--- config.mk ---
export PLATFORM = sky130hd
export DESIGN_NAME = mem_arbiter
export DESIGN_NICKNAME = d
export VERILOG_FILES = /design/src/rtl/mem_arbiter.sv
export SDC_FILE = /design/constraint.sdc
export NUM_CORES = 1
export LEC_CHECK = 0
export BUFFER_PORTS_ARGS = -buffer_cell sky130_fd_sc_hd__buf_4
export CORE_AREA = 10 10 204 206
export CTS_CLUSTER_DIAMETER = 30
export DETAILED_ROUTE_END_ITERATION = 8
export DIE_AREA = 0 0 214 216
export GPL_TIMING_DRIVEN = 1
export SLEW_MARGIN = 5
export SYNTH_ARGS = -nofsm -noshare
export SYNTH_HDL_FRONTEND = slang
export SYNTH_SLANG_ARGS = --single-unit
--- constraint.sdc ---
create_clock -name clk -period 2.3 [get_ports clk]
set_input_delay 0.115 -clock clk [delete_from_list [all_inputs] [get_ports clk]]
set_output_delay 0.115 -clock clk [all_outputs]
set_load 0.1 [all_outputs]
--- src/rtl/mem_arbiter.sv ---
// Two-requester memory port arbiter: load/store has priority over instruction
// fetch, with a starvation counter that forces an IF grant after MAX_WAIT LS wins.
module mem_arbiter #(
    parameter int ADDR_WIDTH = 64,
    parameter int DATA_WIDTH = 64,
    parameter int MAX_WAIT   = 4
) (
    input  logic                    clk,
    input  logic                    rst,
    input  logic                    if_req_valid,
    output logic                    if_req_ready,
    input  logic [ADDR_WIDTH-1:0]   if_addr,
    output logic                    if_rsp_valid,
    output logic [DATA_WIDTH-1:0]   if_rsp_data,
    input  logic                    ls_req_valid,
    output logic                    ls_req_ready,
    input  logic [ADDR_WIDTH-1:0]   ls_addr,
    input  logic                    ls_wen,
    input  logic [DATA_WIDTH-1:0]   ls_wdata,
    input  logic [DATA_WIDTH/8-1:0] ls_wmask,
    output logic                    ls_rsp_valid,
    output logic [DATA_WIDTH-1:0]   ls_rsp_data,
    output logic                    mem_req_valid,
    input  logic                    mem_req_ready,
    output logic [ADDR_WIDTH-1:0]   mem_addr,
    output logic                    mem_wen,
    output logic [DATA_WIDTH-1:0]   mem_wdata,
    output logic [DATA_WIDTH/8-1:0] mem_wmask,
    input  logic                    mem_rsp_valid,
    input  logic [DATA_WIDTH-1:0]   mem_rsp_data,
    output logic                    busy
);

    typedef enum logic [1:0] {
        IDLE    = 2'd0,
        WAIT_IF = 2'd1,
        WAIT_LS = 2'd2
    } state_t;

    localparam logic [3:0] MAX_WAIT_C = 4'(MAX_WAIT);

    state_t     state_q, state_d;
    logic       lock_valid_q, lock_valid_d;
    logic       lock_ls_q, lock_ls_d;
    logic [3:0] starve_q, starve_d;

    logic sel_ls;
    logic sel_valid;
    logic idle;
    logic accept;

    // A stalled request keeps its owner until memory takes it, so a late LS
    // arrival cannot swap the address under a pending IF request.
    always_comb begin
        sel_ls = 1'b0;
        if (lock_valid_q) begin
            sel_ls = lock_ls_q;
        end else if (ls_req_valid && !(if_req_valid && starve_q == MAX_WAIT_C)) begin
            sel_ls = 1'b1;
        end
    end

    assign sel_valid     = sel_ls ? ls_req_valid : if_req_valid;
    assign idle          = rst && (state_q == IDLE);
    assign mem_req_valid = idle && sel_valid;
    assign accept        = mem_req_valid && mem_req_ready;
    assign if_req_ready  = accept && !sel_ls;
    assign ls_req_ready  = accept && sel_ls;

    assign mem_addr  = sel_ls ? ls_addr : if_addr;
    assign mem_wen   = sel_ls && ls_wen;
    assign mem_wdata = sel_ls ? ls_wdata : '0;
    assign mem_wmask = sel_ls ? ls_wmask : '0;

    assign if_rsp_valid = rst && (state_q == WAIT_IF) && mem_rsp_valid;
    assign ls_rsp_valid = rst && (state_q == WAIT_LS) && mem_rsp_valid;
    assign if_rsp_data  = mem_rsp_data;
    assign ls_rsp_data  = mem_rsp_data;
    assign busy         = rst && (state_q != IDLE);

    // NOTE: every combinational output gets a default before the case so no
    // path leaves a variable unassigned, which would infer a latch.
    always_comb begin
        state_d      = state_q;
        lock_valid_d = lock_valid_q;
        lock_ls_d    = lock_ls_q;
        starve_d     = starve_q;
        unique case (state_q)
            IDLE: begin
                if (accept) begin
                    state_d      = sel_ls ? WAIT_LS : WAIT_IF;
                    lock_valid_d = 1'b0;
                    if (!sel_ls) begin
                        starve_d = '0;
                    end else if (if_req_valid && starve_q < MAX_WAIT_C) begin
                        starve_d = starve_q + 4'd1;
                    end
                end else if (mem_req_valid) begin
                    lock_valid_d = 1'b1;
                    lock_ls_d    = sel_ls;
                end
            end
            WAIT_IF, WAIT_LS: begin
                if (mem_rsp_valid) state_d = IDLE;
            end
            default: state_d = IDLE;
        endcase
    end

    // NOTE: sequential state uses non-blocking assignments so every register
    // samples pre-edge values regardless of statement order.
    always_ff @(posedge clk or negedge rst) begin
        if (!rst) begin
            state_q      <= IDLE;
            lock_valid_q <= 1'b0;
            lock_ls_q    <= 1'b0;
            starve_q     <= '0;
        end else begin
            state_q      <= state_d;
            lock_valid_q <= lock_valid_d;
            lock_ls_q    <= lock_ls_d;
            starve_q     <= starve_d;
        end
    end

endmodule

==> Word-level counts from Yosys, hierarchy flattened <==
Cells that the tools add are included.
{ "word_totals": {"register_bits": 8, "in_bits": 271, "output_inout_bits": 271, "word_cells": 51} }
{ "op_classes": {"n_addsub": 1, "order_cmp": 1, "eq_ne": 6, "muxes": 14, "bitwise_logic": 1, "n_reduce_logical": 24} }
{ "op_table": {"columns": ["operator", "n"], "rows": [
  ["$mux W64", 2],
  ["$logic_and A1 B1 Y1", 14],
  ["$mux W4", 2],
  ["$mux W8", 1],
  ["$mux W2", 3],
  ["$reduce_and A3 Y1", 2],
  ["$mux W1", 5],
  ["$add A4 B1 Y4 const B", 1],
  ["$eq A4 B3 Y1 const B", 1],
  ["$lt A4 B3 Y1 const B", 1],
  ["$ne A2 B2 Y1 const B", 2],
  ["$pmux W2 S2", 1],
  ["$reduce_and A2 Y1", 2],
  ["$reduce_bool A2 Y1", 2],
  ["$eq A2 B1 Y1 const B", 1],
  ["$eq A2 B2 Y1 const B", 1],
  ["$logic_not A1 Y1", 2],
  ["$logic_not A2 Y1", 1],
  ["$ne A2 B1 Y1 const B", 1],
  ["$reduce_or A2 Y1", 1],
  ["$not A1 Y1", 1]
]} }

==> Logic depth before layout (Yosys ltp) <==
Gate-level depths: netlist (run 1).
{ "depth": {"depth_word": 11, "mapped_depth": 8, "ltp_nobuf": 6} }

==> Least setup slack after synthesis (run 1) <==
No wires, ideal clock.
{ "synth_timing": {"kind": "register to register", "start": "register state_q[0]", "end": "register state_q[0]", "setup_ps": 73, "arrival_ps": 2745, "required_ps": 2227, "setup_slack_ps": -518, "path_stages_with_launch": 7, "path_buffers": 0, "synth_period_minus_slack_ps": 2818, "cell_sequence": "dfrtp_1 > inv_1 > ha_1 > o2111ai_1 > or2_2 > nor2_1 > a22o_1"} }
{ "synth_between": {"elab_chain_cells": 6, "elab_cells_between_ends": 11, "classes_between": "eq/ne (4); mux (1); reduce/logical (6)"} }
{ "synth_rtl": {"columns": ["item", "line_no", "source"], "rows": [
  ["start: declaration", "42", "state_t state_q, state_d;"],
  ["start signal: assignment", "119", "state_q <= state_d;"],
  ["$logic_not A2 Y1", "64, 88", null],
  ["$logic_and A1 B1 Y1", "64", "assign idle = rst && (state_q == IDLE);"],
  ["$logic_and A1 B1 Y1", "65", "assign mem_req_valid = idle && sel_valid;"],
  ["$logic_and A1 B1 Y1", "66", "assign accept = mem_req_valid && mem_req_ready;"],
  ["$ne A2 B2 Y1 (no line)", null, null],
  ["$reduce_and A2 Y1 (no line)", null, null]
]} }
Parallel ways exist; a longest one is shown, timed or not.
A chain may end at the register's enable or synchronous reset.

==> Final worst setup path (run 1) <==
{ "layout_timing": {"start": "register starve_q[1]", "end": "output port mem_addr[42]"} }
{ "layout_between": {"elab_chain_cells": 7} }
{ "layout_rtl": {"columns": ["item", "line_no", "source"], "rows": [
  ["start: declaration", "45", "logic [3:0] starve_q, starve_d;"],
  ["start signal: assignment", "122", "starve_q <= starve_d;"],
  ["$eq A4 B3 Y1", "58", "end else if (ls_req_valid && !(if_req_valid && starve_q == MAX_WAIT_C)) begin"],
  ["$logic_and A1 B1 Y1", "58", null],
  ["$logic_not A1 Y1", "58", null],
  ["$logic_and A1 B1 Y1", "58", null],
  ["$mux W1", "58", null],
  ["$mux W1", "56", "if (lock_valid_q) begin"],
  ["$mux W64", "70", "assign mem_addr = sel_ls ? ls_addr : if_addr;"],
  ["end: declaration", "25", "output logic [ADDR_WIDTH-1:0] mem_addr,"]
]} }
Every way passes these cells.

==> results.sh, run 1 <==
export IMPL_ys_ff_latch=8
export IMPL_cts_sinks=8
export IMPL_fmaxAchievable_mhz=450
export IMPL_crit_chain="inv_2 -> ha_4 -> a41o_1 -> and2_4 -> clkbuf_16 -> buf_8 -> mux2_4 -> buf_12"
export IMPL_grt_total_usage=0.0633
export IMPL_synth_avg_cell_area_um2=8.67
export IMPL_cp_num_buf_inv=4
export IMPL_slew_violations=0
export IMPL_syn_nets=611
export IMPL_slowest_delay_ns=0.39
export IMPL_critical_path_top_delay_family="buffers and inverters"
export IMPL_fin_crit_sh=0.965
export IMPL_num_rows=71
export IMPL_synth_edf_count=0
export IMPL_dp_cells=1056
export IMPL_arrival_ns=2.10
export IMPL_period_minus_slack_ns=2.22
export IMPL_vias=3136
export IMPL_pre_cts_ws_ns=0.267
export IMPL_ir_drop_v=0.000700
export IMPL_num_io_pins=542
export IMPL_startpoint_type="flip-flop"
export IMPL_layout_cells_non_filler=1074
export IMPL_p_comb_frac=0.952
export IMPL_layout_setup_ws_ns=0.0802
export IMPL_clockPowerShare=0.026
export IMPL_worstPathRequired_ns=2.18
export IMPL_drtPass1Iterations=4
export IMPL_ant_nets=0
export IMPL_status="complete, no violations"
export IMPL_hold_viol_final=0
export IMPL_drc_errors=0
export IMPL_finClkSkew_ns=0.000129
export IMPL_ys_seq_area_frac=0.0690
export IMPL_path_max_fanout=8
export IMPL_cellPowerDensity_nw_per_um2=1910
export IMPL_cts_buffers=3
export IMPL_synth_commonest_cells="buf_4, and2_1, mux2_4"
export IMPL_clockRootBuffer="clkbuf_16"
export IMPL_max_slew_worst_pin_slew_ns=0.428
export IMPL_power_share_sequential=0.021
export IMPL_place_gp_congestion=0.793
export IMPL_drt_iter0_markers=87
export IMPL_routed_wl_um=17200
export IMPL_async_flop_share=1.00
export IMPL_netlist_area_leader_share=0.331
export IMPL_max_clock_path_buffers=2
export IMPL_grt_antenna_before_repair=1
export IMPL_slowest_stage="dfrtp_1"
export IMPL_hold_class="in2out"
export IMPL_fin_nets=840
export IMPL_synthTopCellsByArea="buf_4, mux2_4, and2_1"
export IMPL_grt_pass1_vias=3456
export IMPL_yosys_area_top_type="buf_4"
export IMPL_cts_tree="built"
export IMPL_yosysUniqueCellTypes=32
export IMPL_grt_pass1_wl_um=22100
export IMPL_port_buffers=349
export IMPL_grt_overflow=0
export IMPL_power_internal_uw=3510
export IMPL_clkLatencyLatePin_ns=0.23
export IMPL_start_util=0.0776
export IMPL_drive_gt1_frac=0.790
export IMPL_yosysWarnings=0
export IMPL_final_setup_viol_count=0
export IMPL_coreArea_um2=37400
export IMPL_die_y_um=216
export IMPL_syn_area_um2=2900
export IMPL_switchingPower_uw=7720
export IMPL_grt_max_degree=79
export IMPL_dieArea_um2=46200
export IMPL_via_per_inst=2.92
export IMPL_synth_most_common_cell="buf_4"
export IMPL_cts_clk_slew_worst_paths_ns=0.04
export IMPL_worst_setup_path_type="reg2out"
export IMPL_p_leak_uw=0.00293
export IMPL_h_tree_depth=1
export IMPL_wire_per_inst_um=16.0
export IMPL_maxCapViolCount=0
export IMPL_place_hpwl_um=14200
export IMPL_relSlewSlack=0.714
export IMPL_ys_flop_type="dfrtp_1"
export IMPL_cp_end_kind="output port"
export IMPL_sw_frac_of_total=0.687
export IMPL_synthCells=335
export IMPL_syn2layout_area_growth_pct=103
export IMPL_die_width_um=214
[worst paths after layout]
kind	cells past startpoint	slack [ns]	from	to
worst max register to register	9	0.38	starve_q[1]	state_q[1]
min in group asynchronous	2	0.29	rst	state_q[1]
worst max-delay path	8	0.08	starve_q[1]	mem_addr[42]
worst min-delay path	0	0.23	mem_rsp_data[24]	if_rsp_data[24]
max in group asynchronous	2	1.86	rst	lock_ls_q
worst min register to register	1	0.52	lock_ls_q	lock_ls_q
[through the flow]
stage	power [µW]	hold slack, ns	TNS (ns)	utilization	area [µm²]
finish	11200	0.230	0	0.157	5880
global route	11600	0.230	-0.0632	0.157	5880
CTS	10200	0.231	0	0.141	5270
detailed placement	9900	-0.0333	0	0.139	5180
global placement	9860	-0.0406	0	0.139	5180
floorplan	9040	-0.181	0	-	2910
[layer usage]
layer	wire length, µm	share of wire	GRT usage
met5	0	0	0
met4	352	0.020	0.0224
met3	2780	0.16	0.0533
met2	8050	0.47	0.102
met1	6040	0.35	0.0582
[logic make-up (layout without fill, tap and decap cells)]
family | Yosys count | after routing | share of synthesized area
and+or+nand+nor | 93 | 93 | 0.194
adders and majority gates | 5 | 5 | 0.0216
DFF | 8 | 8 | 0.0690
buffers and inverters | 149 | 376 | 0.372
AOI/OAI and AO/OA | 14 | 14 | 0.0366
muxes | 66 | 66 | 0.306
other | 0 | 1 | 0
[cells in the final DEF (no fill, tap or decap), drive strengths merged]
| cell type | instances |
|---|---|
| inv | 6 |
| buf | 362 |
| dfrtp | 8 |
| diode | 1 |
| o211ai | 1 |
| o21ai | 3 |
| o21a | 2 |
| o2111ai | 1 |
| a211oi | 1 |
| a32oi | 1 |
| a32o | 1 |
| a41o | 1 |
| and3 | 2 |
| nor3 | 1 |
| nand2b | 3 |
| clkbuf | 7 |
| nand2 | 4 |
| a22o | 1 |
| nand3 | 1 |
| mux2 | 65 |
| dlygate4sd3 | 1 |
| nor2b | 1 |
| ha | 5 |
| a21oi | 2 |
| nor2 | 3 |
| or2 | 1 |
| mux2i | 1 |
| and2 | 74 |
| nand4 | 3 |
[power groups by stage]
| stage | registers, µW | clock network [µW] | logic (µW) |
|---|---|---|---|
| after floorplan | 229 | 0 | 8810 |
| after CTS | 238 | 304 | 9680 |
| after detailed placement | 240 | 0 | 9660 |
| after global routing | 247 | 312 | 11100 |
| after global placement | 238 | 0 | 9620 |
| final | 241 | 295 | 10700 |
[worst reg2reg max path, delay by kind of cell (launching register included)]
| family | cells | cell delay, ns |
|---|---|---|
| AO/OA/AOI/OAI | 2 | 0.43 |
| adder cells (fa/ha/maj) | 1 | 0.13 |
| buffers and inverters | 4 | 0.56 |
| flip-flops | 1 | 0.39 |
| AND/OR/NAND/NOR | 2 | 0.29 |
[timing repair]
action	CTS	global route
hold buffers	1	0
buffers inserted	0	7
resized for setup	0	107
endpoints found under the hold margin	8	0
setup endpoints to repair	0	57
[state kept, by name, summed over array words and instances (netlist names)]
| register | count |
|---|---|
| state_q | 2 |
| lock_valid_q | 1 |
| lock_ls_q | 1 |
| starve_q | 4 |
[final cells by class]
cell class,count,area [µm²]
diodes,1,2.50
clock buffers,3,75.1
fillers,4188,31500
inverters,6,22.5
multi-input cells,178,1670
flip-flops and latches,8,200
well taps,511,639
repair buffers,367,3280
Note: power is estimated with default switching activity, not from simulation.
==> run 2: changes to the inputs <==
--- a/constraint.sdc
+++ b/constraint.sdc
@@ -3,2 +3,2 @@
 set_output_delay 0.115 -clock clk [all_outputs]
-set_load 0.1 [all_outputs]
+set_load 0.05 [all_outputs]
==> run 2 against run 1 <==
- clock skew increased by 0.0016 ns
- non-clock buffer count decreased by 10
- global-route usage increased by 0.31 points
- first-iteration DRC count decreased by 48%
- setup slack improved by 0.0064 ns
- count of clock-buffer cells in the layout unchanged
- core utilization decreased by 1.6 points
- via count decreased by 0.41%
- wire length decreased by 2.8%
- critical path depth decreased by 1
- fmax increased by 0.29%
==> results.sh, run 2 (synthesized netlist as in run 1, its figures left out) <==
export IMPL_status="complete, no violations"
export IMPL_arrival_ns=2.10
export IMPL_grt_setup_unrepaired="false"
export IMPL_place_hpwl_um=15300
export IMPL_h_tree_depth=1
export IMPL_cts_sinks=8
export IMPL_maxCapViolCount=0
export IMPL_grt_max_degree=37
export IMPL_num_io_pins=542
export IMPL_worst_setup_path_type="reg2out"
export IMPL_layout_setup_ws_ns=0.0865
export IMPL_clkLatencyLatePin_ns=0.23
export IMPL_hold_viol_final=0
export IMPL_timing_setup_tns_ns=0
export IMPL_ir_drop_v=0.000538
export IMPL_drc_errors=0
export IMPL_fillers=4232
export IMPL_cellPowerDensity_nw_per_um2=1340
export IMPL_final_cell_mix="buf_4, and2_1, mux2_4"
export IMPL_max_slew_worst_pin_slew_ns=0.403
export IMPL_grt_pass1_wl_um=23200
export IMPL_period_minus_slack_ns=2.21
export IMPL_relSlewSlack=0.731
export IMPL_drtPass1Iterations=4
export IMPL_path_max_fanout=18
export IMPL_ant_nets=0
export IMPL_coreArea_um2=37400
export IMPL_cts_tree="built"
export IMPL_start_util=0.0776
export IMPL_drive_gt1_frac=0.775
export IMPL_worstPathRequired_ns=2.18
export IMPL_slowest_delay_ns=0.39
export IMPL_startpoint_type="flip-flop"
export IMPL_routed_wl_um=16700
export IMPL_final_common_cell="buf_4"
export IMPL_grt_overflow=0
export IMPL_grt_total_usage=0.0664
export IMPL_pre_cts_ws_ns=0.216
export IMPL_dieArea_um2=46200
export IMPL_syn2layout_area_growth_pct=82.2
export IMPL_die_width_um=214
export IMPL_grt_pass1_vias=3428
export IMPL_cts_buffers=3
export IMPL_fmaxAchievable_mhz=452
export IMPL_cts_clk_slew_worst_paths_ns=0.04
export IMPL_multi_input_area_um2=1620
export IMPL_crit_chain="inv_1 -> ha_1 -> a41o_1 -> and2_4 -> buf_12 -> mux2_2 -> buf_4"
export IMPL_final_setup_viol_count=0
export IMPL_fin_nets=830
export IMPL_place_gp_congestion=0.802
export IMPL_finClkSkew_ns=0.00177
export IMPL_slowest_stage="dfrtp_1"
export IMPL_hold_class="in2out"
export IMPL_reg_largest_list="starve_q (4), state_q (2)"
export IMPL_clockRootBuffer="clkbuf_16"
export IMPL_slew_violations=0
export IMPL_drt_iter0_markers=45
export IMPL_cp_end_kind="output port"
export IMPL_max_clock_path_buffers=2
export IMPL_wire_per_inst_um=15.7
export IMPL_via_per_inst=2.94
export IMPL_num_rows=71
export IMPL_hold_worst_slack_ns=0.230
export IMPL_regMostFlops="starve_q"
export IMPL_die_y_um=216
export IMPL_ff_latch_area_um2=200
export IMPL_fin_crit_sh=0.962
export IMPL_vias=3123
export IMPL_port_buffers=349
export IMPL_largest_register_ffs=4
export IMPL_p_leak_uw=0.00269
export IMPL_grt_antenna_before_repair=0
run 2: layout make-up:
| cell class | instances | area share |
|---|---|---|
| diodes | 1 | 0.000473 |
| repair buffers | 357 | 0.515 |
| multi-input cells | 178 | 0.307 |
| well taps | 511 | 0.121 |
| clock buffers | 3 | 0.0142 |
| flip-flops and latches | 8 | 0.0379 |
| inverters | 6 | 0.00426 |
run 2: through the flow:
stage	total power, µW	util	std cells	cell area [µm²]
floorplan	5500	-	335	2900
global placement	6810	0.139	1058	5190
detailed placement	6850	0.139	1058	5190
CTS	7190	0.141	1063	5280
global route	7410	0.141	1063	5290
finish	7080	0.141	1064	5290
run 2: final timing paths:
path,from,to,slack [ns],cells after the start
min,mem_rsp_data[16],ls_rsp_data[16],0.23,0
min in group asynchronous,rst,starve_q[0],0.31,2
max in group asynchronous,rst,state_q[1],1.84,2
max,starve_q[0],mem_addr[2],0.09,7
min reg2reg,lock_ls_q,lock_ls_q,0.52,1
max reg2reg,starve_q[0],state_q[1],0.61,7
run 2: worst max-delay path: cells and delay by family (launching register included):
kind | cells | cell delay [ns]
buf+inv | 3 | 0.48
flops | 1 | 0.39
mux | 1 | 0.39
simple gates | 1 | 0.23
compound gates | 1 | 0.19
fa+ha+maj | 1 | 0.17
run 2: where the power goes:
| part | switching, µW | internal (µW) |
|---|---|---|
| Sequential | 40.5 | 197 |
| Clock | 71.2 | 224 |
| Combinational | 4220 | 2320 |
run 2: metal layers:
metal	track usage	up-vias	wire length [µm]
li1	-	1400	-
met1	0.0573	1333	5390
met2	0.119	371	8340
met3	0.0494	19	2770
met4	0.0176	0	238
met5	0	-	0
run 2: repair_timing:
| action | 4_1_cts | 5_1_grt |
|---|---|---|
| setup buffers | 1 | 0 |
| hold buffers | 1 | 0 |
| endpoints found under the hold margin | 8 | 0 |
| gates resized for setup | 0 | 1 |
| endpoints found under the setup margin | 6 | 12 |
| pin swaps | 0 | 0 |
==> run 3: changes to the inputs <==
Clock period 2.3 ns to 2.38 ns, I/O delays scaled along.
==> run 3 against run 2 <==
- core utilization is 0.39 points higher
- final area is 2.7% higher
- non-clock buffer count is 11 higher
- register-to-register slack worse by 0.08 ns
- sequential share of layout area is 0.10 points lower
- first-iteration DRC count is 49% higher
- critical path depth is 1 higher
- sequential power is 2% lower
- clock skew is 0.00059 ns lower
- count of clock-buffer cells in the layout stayed put
- sequential cell count stayed put
- global-route usage is 0.080 points higher
- critical endpoint is now mem_addr[16]
==> results.sh, run 3 (synthesized netlist as in run 1, its figures left out) <==
export IMPL_die_y_um=216
export IMPL_cellPowerDensity_nw_per_um2=1320
export IMPL_r2r_start="starve_q[0]"
export IMPL_maxCapViolCount=0
export IMPL_hold_worst_slack_ns=0.238
export IMPL_fin_crit_sh=0.972
export IMPL_cp_end_kind="output port"
export IMPL_place_hpwl_um=15300
export IMPL_drive_gt1_frac=0.782
export IMPL_grt_pass1_vias=3475
export IMPL_cts_clk_slew_worst_paths_ns=0.04
export IMPL_arrival_ns=2.19
export IMPL_max_clock_path_buffers=2
export IMPL_worst_setup_path_type="reg2out"
export IMPL_slew_violations=0
export IMPL_hold_class="in2out"
export IMPL_relSlewSlack=0.719
export IMPL_pre_cts_ws_ns=0.285
export IMPL_grt_overflow=0
export IMPL_reg2reg_slack_ns=0.53
export IMPL_finClkSkew_ns=0.00118
export IMPL_clockRootBuffer="clkbuf_16"
export IMPL_final_cell_area_um2=5430
export IMPL_grt_max_degree=79
export IMPL_clockPowerShare=0.040
export IMPL_slowest_stage="dfrtp_1"
export IMPL_clkLatencyLatePin_ns=0.23
export IMPL_power_internal_uw=2870
export IMPL_syn2layout_area_growth_pct=87.2
export IMPL_drt_iter0_markers=67
export IMPL_cts_buffers=3
export IMPL_regMostFlops="starve_q"
export IMPL_r2r_end="state_q[1]"
export IMPL_grt_total_usage=0.0673
export IMPL_ir_drop_v=0.000402
export IMPL_slowest_delay_ns=0.39
export IMPL_critPathMostFrequentCell="buf_4"
export IMPL_coreArea_um2=37400
export IMPL_startpoint_type="flip-flop"
export IMPL_place_gp_congestion=0.839
export IMPL_hold_end="ls_rsp_data[16]"
export IMPL_path_max_fanout=9
export IMPL_p_comb_frac=0.928
export IMPL_finalPower_uw=7170
export IMPL_vias=3178
export IMPL_fin_nets=842
export IMPL_crit_chain="inv_1 -> ha_1 -> a41o_4 -> and2_4 -> buf_4 -> clkbuf_16 -> mux2_2 -> buf_4"
export IMPL_num_rows=71
export IMPL_die_width_um=214
export IMPL_num_io_pins=542
export IMPL_grt_antenna_before_repair=2
export IMPL_cts_sinks=8
export IMPL_placed_cell_area_um2=5210
export IMPL_layout_setup_ws_ns=0.0678
export IMPL_fmaxAchievable_mhz=432
export IMPL_power_share_sequential=0.032
export IMPL_worstRegToRegCells=8
export IMPL_drc_errors=0
export IMPL_status="complete, no violations"
export IMPL_cp_num_buf_inv=4
export IMPL_reg_largest_list="starve_q (4), state_q (2)"
export IMPL_grt_pass1_wl_um=23300
export IMPL_final_cell_mix="buf_4, and2_1, mux2_4"
export IMPL_max_slew_worst_pin_slew_ns=0.420
export IMPL_hold_viol_final=0
export IMPL_sw_frac_of_total=0.600
export IMPL_final_common_cell="buf_4"
export IMPL_port_buffers=349
export IMPL_cts_tree="built"
export IMPL_p_leak_uw=0.00276
export IMPL_ant_nets=0
export IMPL_worstPathRequired_ns=2.26
export IMPL_via_per_inst=2.95
export IMPL_switchingPower_uw=4300
export IMPL_dieArea_um2=46200
export IMPL_routed_wl_um=17500
export IMPL_period_minus_slack_ns=2.31
export IMPL_wire_per_inst_um=16.2
export IMPL_min_path_cells=0
export IMPL_hp_start="mem_rsp_data[16]"
export IMPL_largest_register_ffs=4
export IMPL_final_setup_viol_count=0
export IMPL_critical_path_top_delay_family="buffers and inverters"
export IMPL_drtPass1Iterations=4
export IMPL_h_tree_depth=1
export IMPL_start_util=0.0776
## run 3: changes by cell type in the layout (fill, tap and decap cells not counted)
cell,change
a41o_4,+1
buf_4,+9
and2_2,+1
a41o_1,-1
buf_12,+1
buf_6,-1
clkbuf_16,+2
## run 3: metrics by stage
stage          TNS [ns]   util  std cells
2_1_floorplan         0      -        335
3_3_place_gp          0  0.139       1061
3_5_place_dp          0  0.139       1061
4_1_cts               0  0.142       1065
5_1_grt         -0.0143  0.145       1075
6_report              0  0.145       1076
## run 3: layout make-up
| type | instances | area (µm²) |
|---|---|---|
| Fill cell | 4213 | 32000 |
| Antenna cell | 1 | 2.50 |
| Clock buffer | 3 | 75.1 |
| Inverter | 6 | 22.5 |
| Timing Repair Buffer | 368 | 2850 |
| Tap cell | 511 | 639 |
| Sequential cell | 8 | 200 |
| Multi-Input combinational cell | 179 | 1640 |
## run 3: worst max-delay path by stage
stage / from / end / slack [ns] / depth (start not counted)
2_1_floorplan: state_q[0] / state_q[0] / 0.22 / 6
3_3_place_gp: starve_q[0] / mem_addr[2] / 0.28 / 7
3_5_place_dp: starve_q[0] / mem_addr[2] / 0.28 / 7
4_1_cts: starve_q[0] / mem_addr[2] / 0.02 / 7
5_1_grt: starve_q[0] / mem_addr[2] / -0.007 / 8
6_report: starve_q[0] / mem_addr[16] / 0.07 / 8
## run 3: routing by layer
layer	vias to the layer above	track usage	part of all wire
met1	1355	0.0597	0.34
met4	0	0.0205	0.015
met3	18	0.0503	0.16
li1	1424	-	-
met2	381	0.117	0.49
met5	-	0	0
## run 3: power groups by stage
stage / clock network, µW / logic [µW] / registers, µW
after CTS: 291 / 6440 / 231
final: 287 / 6650 / 232
after detailed placement: 0 / 6430 / 231
after floorplan: 0 / 5090 / 221
after global routing: 297 / 6970 / 239
after global placement: 0 / 6390 / 230
## run 3: timing repair
item | in CTS | in global routing
resized for setup | 0 | 2
hold buffers | 1 | 0
setup buffers | 0 | 7
setup endpoints to repair | 0 | 15
endpoints found under the hold margin | 8 | 0
